## config.mk

```make
export PLATFORM = sky130hd
export DESIGN_NAME = dmem_access_ctrl
export DESIGN_NICKNAME = d
export VERILOG_FILES = /design/src/rtl/dmem_pkg.sv /design/src/rtl/dmem_lane_align.sv /design/src/rtl/dmem_access_ctrl.sv
export SDC_FILE = /design/constraint.sdc
export NUM_CORES = 1
export LEC_CHECK = 0
export CORE_UTILIZATION = 49
export CTS_CLUSTER_DIAMETER = 150
export DETAILED_ROUTE_END_ITERATION = 6
export PLACE_DENSITY_LB_ADDON = 0.08
export SYNTH_ARGS = -nofsm -noshare
export SYNTH_HDL_FRONTEND = slang
export SYNTH_SLANG_ARGS = --single-unit
```

## constraint.sdc

```tcl
create_clock -name clk -period 5 [get_ports clk]
set_clock_uncertainty 0.1 [all_clocks]
set_input_delay 0.5 -clock clk [delete_from_list [all_inputs] [get_ports clk]]
set_output_delay 0.5 -clock clk [all_outputs]
set_load 0.05 [all_outputs]
```

## src/rtl/dmem_pkg.sv

```systemverilog
// Shared encodings for the data-memory access controller.
package dmem_pkg;

    typedef enum logic [1:0] {
        ST_IDLE,
        ST_READ,
        ST_WRITE,
        ST_DONE
    } dmem_state_e;

    localparam logic [2:0] DMEM_SZ_BYTE = 3'b001;
    localparam logic [2:0] DMEM_SZ_HALF = 3'b010;
    localparam logic [2:0] DMEM_SZ_WORD = 3'b100;

    localparam int DMEM_SIGN_BIT = 3;

endpackage

```

## src/rtl/dmem_lane_align.sv

```systemverilog
// Load lane extract/extend and store lane merge.
module dmem_lane_align
    import dmem_pkg::*;
(
    input  logic [1:0]  byte_off,
    input  logic [2:0]  size,
    input  logic        sign_ext,
    input  logic [31:0] rdata,
    input  logic [31:0] wdata,
    output logic [31:0] load_data,
    output logic [31:0] store_data
);

    logic        is_byte;
    logic        is_half;
    logic [7:0]  lane_b;
    logic [15:0] lane_h;

    assign is_byte = (size == DMEM_SZ_BYTE);
    assign is_half = (size == DMEM_SZ_HALF);
    assign lane_h  = byte_off[1] ? rdata[31:16] : rdata[15:0];

    always_comb begin
        lane_b = rdata[7:0];
        unique case (byte_off)
            2'd0: lane_b = rdata[7:0];
            2'd1: lane_b = rdata[15:8];
            2'd2: lane_b = rdata[23:16];
            2'd3: lane_b = rdata[31:24];
        endcase
    end

    always_comb begin
        load_data  = rdata;
        store_data = wdata;
        unique case (1'b1)
            is_byte: begin
                load_data  = {{24{sign_ext & lane_b[7]}}, lane_b};
                store_data = rdata;
                unique case (byte_off)
                    2'd0: store_data[7:0]   = wdata[7:0];
                    2'd1: store_data[15:8]  = wdata[7:0];
                    2'd2: store_data[23:16] = wdata[7:0];
                    2'd3: store_data[31:24] = wdata[7:0];
                endcase
            end
            is_half: begin
                load_data  = {{16{sign_ext & lane_h[15]}}, lane_h};
                store_data = rdata;
                if (byte_off[1]) store_data[31:16] = wdata[15:0];
                else             store_data[15:0]  = wdata[15:0];
            end
            default: ;
        endcase
    end

endmodule

```

## src/rtl/dmem_access_ctrl.sv

```systemverilog
// Data-memory access controller: loads, RMW sub-word stores, stall.
// DMEM_WORD_STORE_BYPASS_EN: aligned word stores write in IDLE, no stall.
module dmem_access_ctrl
    import dmem_pkg::*;
#(
    parameter int WORD_ADDR_WIDTH = 10
) (
    input  logic                       clk,
    input  logic                       rst_n,
    input  logic [31:0]                req_addr,
    input  logic [31:0]                req_wdata,
    input  logic                       req_memwrite,
    input  logic                       req_memread,
    input  logic [3:0]                 req_sign_mask,
    output logic [31:0]                rd_data,
    output logic                       stall,
    output logic                       err_misaligned,
    output logic [WORD_ADDR_WIDTH-1:0] mem_addr,
    output logic [31:0]                mem_wdata,
    output logic                       mem_we,
    input  logic [31:0]                mem_rdata
);

    dmem_state_e state;

    logic [2:0]  size;
    logic        is_byte, is_half, is_word;
    logic        req_any, req_err;
    logic        req_load, req_sstore, req_wstore;
    logic        bypass_hit;
    logic        we_q;
    logic [31:0] wdata_q;
    logic [31:0] load_data, store_data;
    logic        unused_addr;

    assign size    = req_sign_mask[2:0];
    assign is_byte = (size == DMEM_SZ_BYTE);
    assign is_half = (size == DMEM_SZ_HALF);
    assign is_word = (size == DMEM_SZ_WORD);
    assign req_any = req_memread | req_memwrite;

    // Both strobes or a non-one-hot size fold into the misaligned path.
    assign req_err = req_any & ((req_memread & req_memwrite)
                   | ~(is_byte | is_half | is_word)
                   | (is_half & req_addr[0])
                   | (is_word & (|req_addr[1:0])));

    assign req_load   = req_memread & ~req_err;
    assign req_sstore = req_memwrite & ~req_err & ~is_word;
    assign req_wstore = req_memwrite & ~req_err & is_word;

`ifdef DMEM_WORD_STORE_BYPASS_EN
    assign bypass_hit = rst_n & (state == ST_IDLE) & req_wstore;
`else
    assign bypass_hit = 1'b0;
`endif

    assign mem_addr    = req_addr[WORD_ADDR_WIDTH+1:2];
    assign unused_addr = ^{req_addr[31:WORD_ADDR_WIDTH+2]};

    assign stall = rst_n & (((state == ST_IDLE) & req_any & ~bypass_hit)
                 | (state == ST_READ) | (state == ST_WRITE));

    assign mem_we    = we_q | bypass_hit;
    assign mem_wdata = bypass_hit ? req_wdata : wdata_q;

    dmem_lane_align u_align (
        .byte_off   (req_addr[1:0]),
        .size       (size),
        .sign_ext   (req_sign_mask[DMEM_SIGN_BIT]),
        .rdata      (mem_rdata),
        .wdata      (req_wdata),
        .load_data  (load_data),
        .store_data (store_data)
    );

    always_ff @(posedge clk or negedge rst_n) begin
        if (!rst_n) begin
            state          <= ST_IDLE;
            rd_data        <= '0;
            we_q           <= 1'b0;
            wdata_q        <= '0;
            err_misaligned <= 1'b0;
        end else begin
            we_q           <= 1'b0;
            err_misaligned <= 1'b0;
            unique case (state)
                ST_IDLE: begin
                    unique case (1'b1)
                        req_err: begin
                            rd_data        <= '0;
                            err_misaligned <= 1'b1;
                            state          <= ST_DONE;
                        end
                        req_load, req_sstore: state <= ST_READ;
                        req_wstore: begin
`ifndef DMEM_WORD_STORE_BYPASS_EN
                            we_q    <= 1'b1;
                            wdata_q <= req_wdata;
                            state   <= ST_WRITE;
`endif
                        end
                        default: ;
                    endcase
                end
                ST_READ: begin
                    if (req_memwrite) begin
                        we_q    <= 1'b1;
                        wdata_q <= store_data;
                        state   <= ST_WRITE;
                    end else begin
                        rd_data <= load_data;
                        state   <= ST_DONE;
                    end
                end
                ST_WRITE: state <= ST_DONE;
                ST_DONE:  state <= ST_IDLE;
                default:  state <= ST_IDLE;
            endcase
        end
    end

endmodule

```

======== After elaboration in Yosys (flattened, before gate mapping) ========
Cells that the tools add are included.
word-level totals
  output and inout port bits .............. 77
  bits of input ports ..................... 104
  word-level logic and storage cells ...... 73
  bits in registers ....................... 68
operators by class
  bitwise gates (word level) .............. 23
  eq/ne operators ......................... 14
  reduce and logical (&&, ||, !) cells .... 7
  mux-type cells .......................... 24
operator list
  operator              number
  $pmux W32 S2          4
  $mux W32              4
  $mux W16              3
  $mux W8               4
  $pmux W8 S4           1
  $and A1 B1 Y1         12
  $eq A2 B2 Y1 const B  4
  $ne A2 B2 Y1 const B  4
  $or A1 B1 Y1          8
  $pmux W2 S4           1
  $pmux W2 S3           1
  $reduce_and A3 Y1     2
  $mux W1               5
  $eq A2 B1 Y1 const B  2
  $logic_not A2 Y1      2
  $ne A4 B3 Y1 const B  1
  $reduce_or A2 Y1      2
  $eq A3 B1 Y1 const B  1
  $eq A3 B2 Y1 const B  1
  $eq A3 B3 Y1 const B  1
  $not A1 Y1            3
  $pmux W1 S2           1
  $reduce_bool A2 Y1    1

======== Longest topological paths before layout ========
  depth in word-level cells ............... 14
  depth in mapped cells ................... 9
  gate-level depth less buffers ........... 7

======== Modules after synthesis ========
From an unflattened synthesis, not the netlist that was laid out.
unflattened totals
  cells, all modules ...................... 543
  area, all modules ....................... 5305.1 sq um
modules (own cells, without submodules)
  module            cells each  area each (sq um)  sequential area each (sq um)  instances
  dmem_access_ctrl  297         3603.5             1701.6                        1
  dmem_lane_align   246         1701.6             0.0                           1

======== Worst setup path before layout ========
No wires, ideal clock.
  path type ............................... register to output
  start ................................... register state[1]
  end ..................................... output stall
  setup slack ............................. 2.326 ns
  cell stages (with the launch flop) ...... 6
  arrival ................................. 2.074 ns
  buffers on the path ..................... 1
  data required time ...................... 4.400 ns
  cell sequence ........................... dfrtp_1 > inv_1 > ha_1 > clkbuf_1 > nor2_1 > a21boi_0
between the ends
  longest elaborated chain between the ends .. 5
  elaborated cells on any way between the ends .. 7
  classes of those cells .................. eq/ne: 2; bitwise: 4; reduce/logical: 1
ends and longest elaborated chain
  item                      RTL line                source
  start: declaration        dmem_access_ctrl.sv:24  dmem_state_e state;
  start signal: assignment  dmem_access_ctrl.sv:79  state <= ST_IDLE;
  start signal: assignment  dmem_access_ctrl.sv:93  state <= ST_DONE;
  start signal: assignment  dmem_access_ctrl.sv:95  req_load, req_sstore: state <= ST_READ;
  $logic_not A2 Y1          dmem_access_ctrl.sv:61  assign stall = rst_n & (((state == ST_IDLE) & req_any & ~bypass_hit)
  $and A1 B1 Y1             dmem_access_ctrl.sv:61
  $or A1 B1 Y1              dmem_access_ctrl.sv:62  | (state == ST_READ) | (state == ST_WRITE));
  $or A1 B1 Y1 (*)          dmem_access_ctrl.sv:62
  $and A1 B1 Y1 (*)         dmem_access_ctrl.sv:61
  end: declaration          dmem_access_ctrl.sv:16  output logic stall,
Every way passes the cells marked *; elsewhere a longest branch is shown, timed or not.

======== Worst setup path in the final report ========
  start ................................... input req_sign_mask[1]
  end ..................................... register rd_data[7]
between the ends
  longest elaborated chain between the ends .. 10
  elaborated cells on any way between the ends .. 17
  classes of those cells .................. eq/ne: 4; mux: 3; bitwise: 9; reduce/logical: 1
ends and longest elaborated chain
  item                                                 RTL line                 source
  start: declaration                                   dmem_access_ctrl.sv:14   input logic [3:0] req_sign_mask,
  $eq A3 B1 Y1 / $eq A3 B2 Y1 (equally long branches)  -
  $or A1 B1 Y1 (2 in a row)                            dmem_access_ctrl.sv:44   | ~(is_byte | is_half | is_word)
  $not A1 Y1                                           dmem_access_ctrl.sv:44
  $or A1 B1 Y1                                         dmem_access_ctrl.sv:44
  $or A1 B1 Y1                                         dmem_access_ctrl.sv:45   | (is_half & req_addr[0])
  $or A1 B1 Y1                                         dmem_access_ctrl.sv:46   | (is_word & (|req_addr[1:0])));
  $and A1 B1 Y1                                        dmem_access_ctrl.sv:43   assign req_err = req_any & ((req_memread & req_memwrite)
  $ne A2 B2 Y1 (no line)                               -
  $reduce_and A3 Y1 (no line)                          -
  end signal: assignment                               dmem_access_ctrl.sv:112  rd_data <= load_data;
  end: declaration                                     dmem_access_ctrl.sv:15   output logic [31:0] rd_data,
Parallel ways exist; a longest one is shown, timed or not. The select of a mux whose other input is x is not followed.
A chain may end at the register's enable or synchronous reset.

==> metrics.cfg <==
[synth]
synth_compound_area_share_pct = 25.7
ys_seq_elements = 68
synthAdderAreaFrac_pct = 0.780
yosys.area_share.simple_pct = 12.9
syn-num-nets = 622
synth.top_cell.area_share_pct = 35.4
ys_async_sr_fraction_pct = 100
netlist_area_sq_mm = 0.00481
synth_top_family_by_area = compound AO/OA/AOI/OAI gates
synthTopCellsByArea = dfrtp_1 (35%), mux2i_1 (7.5%), o21ai_0 (7.3%)
synth_top_area_cell = dfrtp_1
synth_cell_types = 61
synthCells = 515
yosysWarnings = 0
seq_area_frac_synth_pct = 35.4
synth_top_flop_cell = dfrtp_1
synth-xor-area-share_pct = 0.520
synthMuxAreaShare_pct = 17.0
synth_edf_count = 0
syn_avg_cell_area_sq_um = 9.34

[placed_design]
dp_hpwl_microns = 11400
placed_cell_area_sq_mm = 0.00614
io_buffers = 140
dp_cells = 740
gp_congestion = 0.897

[final_layout]
fin_area_sq_mm = 0.00638
fin_nets = 729
areaGrowthSynthToFinish_pct = 32.6
fillCellCount = 783
final_core_util_pct = 68.1
diodes = 0
fin_cells = 756
drive_above_1_share_pct = 12.1

[global_routing]
grt_pass1_vias = 4544
grtUsageTotal_pct = 32.2
grt_overflow = 0
antenna_found_initial = 0
grt_max_degree = 69
grt_pass1_wl_microns = 25100

[pwr]
power_frac_comb_pct = 60.8
intPower_mw = 2.00
power_frac_seq_pct = 24.4
leakage_nw = 2.68
vdd_drop_max_mv = 0.380
power_density_mw_per_mm2 = 603
p_sw_mw = 1.85
p_clk_share_pct = 14.8
netSwitchingFraction_pct = 48.1

[routing]
wire_per_inst_microns = 21.3
drtIter0Drc = 346
totalWireLength_microns = 16100
avgViaCountPerCell = 6.15
vias = 4651
drc_errors = 0
drt-pass1-iter-count = 5
detail-route-antenna-nets = 0

[timing]
final.setup.tns_ps = 0
slew_violations = 0
fmaxAchievable_ghz = 0.290
tightest_slew_ps = 1050
fin_crit_sh_pct = 69.1
hold_viol = 0
setup_viol = 0
fin_crit_ps = 3450
max-slew-margin-rel_pct = 30.0
rsz0062_at_grt = no

[cts]
cts.clk_slew.worst_paths_ps = 90
ctsResizeCount = 0
postCtsSetupRepairBufs = 0
cts_root_buffer = clkbuf_8
numCtsBuffers = 9
clockBufferDepth = 2
cts-htree-levels = 3
clock_sinks = 68
cts_tree = built
hold_buffers = 0
clock_latency_ps = 340

[floorplanning]
die_area_sq_mm = 0.0102
dieHeight_microns = 101
coreArea_sq_mm = 0.00937
num_io_pins = 181
fp-row-count = 35
initial_core_util_pct = 51.3
die_x_microns = 101

[worst_setup_path]
worstReg2RegStart = state[1]
r2r_setup_slack_ps = 1700
start_kind = primary input
worstReg2RegEnd = rd_data[7]
r2r_cells = 7
worstPathArrival_ps = 3620
crit_path_max_fanout = 23
worstSetupPathType = primary input to register
crit_path_end_kind = register
cp.required_ps = 5170

[hold_path]
min_path_type = primary input to asynchronous set/reset pin

[job]
cap_violations = 0

[status]
outcome = finished, final reports clean

stage by stage:
stage / hold slack [ps] / power (mW) / setup slack, ps
2_1_floorplan: 104 / 2.55 / 2330
3_3_place_gp: 390 / 3.24 / 1360
3_5_place_dp: 394 / 3.28 / 1320
4_1_cts: 355 / 3.86 / 1660
5_1_grt: 410 / 4.02 / 1340
6_report: 308 / 3.85 / 1550
kinds of logic after synthesis:
kind of cell | count (synthesis)
multiplexers | 69
buffers and inverters | 71
flip-flops | 68
XOR/XNOR | 2
AND/OR/NAND/NOR | 113
adder cells (fa/ha/maj) | 3
AO/OA/AOI/OAI | 189
cell usage in the layout, fill, tap and decap left out, types with 3 or more instances in the layout:
cell type | synthesis | final
nor2b_1 | 22 | 22
bufinv_16 | 0 | 3
o22ai_1 | 19 | 19
dfrtp_1 | 68 | 68
a211oi_1 | 7 | 7
a32oi_1 | 5 | 5
clkdlybuf4s50_1 | 0 | 139
o211ai_1 | 9 | 9
a221oi_1 | 3 | 3
buf_4 | 19 | 9
mux2_4 | 20 | 20
o22a_1 | 3 | 3
a21oi_2 | 5 | 5
a21oi_1 | 25 | 25
a31oi_1 | 6 | 6
a222oi_1 | 3 | 3
o21ai_0 | 70 | 70
mux2i_1 | 36 | 36
nand2_1 | 21 | 21
mux2_2 | 10 | 10
nor2_1 | 30 | 30
nand3_1 | 7 | 7
ha_1 | 3 | 3
inv_1 | 17 | 17
nand2b_1 | 7 | 7
a221o_1 | 14 | 14
clkbuf_8 | 0 | 9
nor3b_1 | 6 | 6
worst max path at each step:
| stage | start | to | slack [ps] | cells after the start |
|---|---|---|---|---|
| 5_1_grt | req_sign_mask[1] | rd_data[7] | 1340 | 6 |
| 6_report | req_sign_mask[1] | rd_data[7] | 1550 | 6 |
| 2_1_floorplan | state[1] | stall | 2330 | 5 |
| 3_5_place_dp | req_sign_mask[1] | rd_data[7] | 1320 | 6 |
| 3_3_place_gp | req_sign_mask[1] | rd_data[7] | 1360 | 6 |
| 4_1_cts | req_sign_mask[1] | rd_data[7] | 1660 | 6 |
Yosys cell counts (5+ instances only):
| library cell | instances |
|---|---|
| a32oi_1 | 5 |
| o22ai_1 | 19 |
| clkbuf_1 | 15 |
| a211oi_1 | 7 |
| a31oi_1 | 6 |
| nor2_1 | 30 |
| o21ai_0 | 70 |
| a21oi_2 | 5 |
| nand2_1 | 21 |
| mux2i_1 | 36 |
| nor3b_1 | 6 |
| mux2_4 | 20 |
| buf_4 | 19 |
| buf_2 | 15 |
| o211ai_1 | 9 |
| nand3_1 | 7 |
| inv_1 | 17 |
| nand2b_1 | 7 |
| a21oi_1 | 25 |
| a221o_1 | 14 |
| mux2_2 | 10 |
| nor2b_1 | 22 |
| dfrtp_1 | 68 |
sequential cells by signal (all words and copies together) (netlist names):
| signal | count |
|---|---|
| mem_wdata | 32 |
| rd_data | 32 |
| state | 2 |
| err_misaligned | 1 |
| mem_we | 1 |
area by class of cell:
class	instances	area [sq um]	area share, %
well taps	129	161	2.53
multi-input cells	376	2750	43.0
repair buffers	149	1460	22.9
clock inverters	6	113	1.76
flip-flops and latches	68	1700	26.7
clock buffers	10	128	2.00
inverters	18	67.6	1.06
routing by layer:
layer  global-route usage, %  part of all wire [%]
met1                    44.9                    43
met2                    48.6                    45
met3                    7.42                   8.7
met4                    12.4                   2.8
met5                       0                     0
power groups by stage:
| stage | sequential [mW] | clock, mW | combinational, mW |
|---|---|---|---|
| finish | 0.938 | 0.570 | 2.34 |
| global route | 0.961 | 0.599 | 2.46 |
| CTS | 0.937 | 0.574 | 2.34 |
| detailed placement | 0.942 | 0 | 2.34 |
| global placement | 0.931 | 0 | 2.31 |
| floorplan | 1.78 | 0 | 0.767 |
worst max-delay path: stages:
cell and delay, ps:
clkdlybuf4s50_1 1070, nand2b_1 650, a21oi_2 750, a21oi_1 120, a211oi_1 340, o2bb2ai_1 160
No activity file was read; power rests on OpenSTA's default activity.
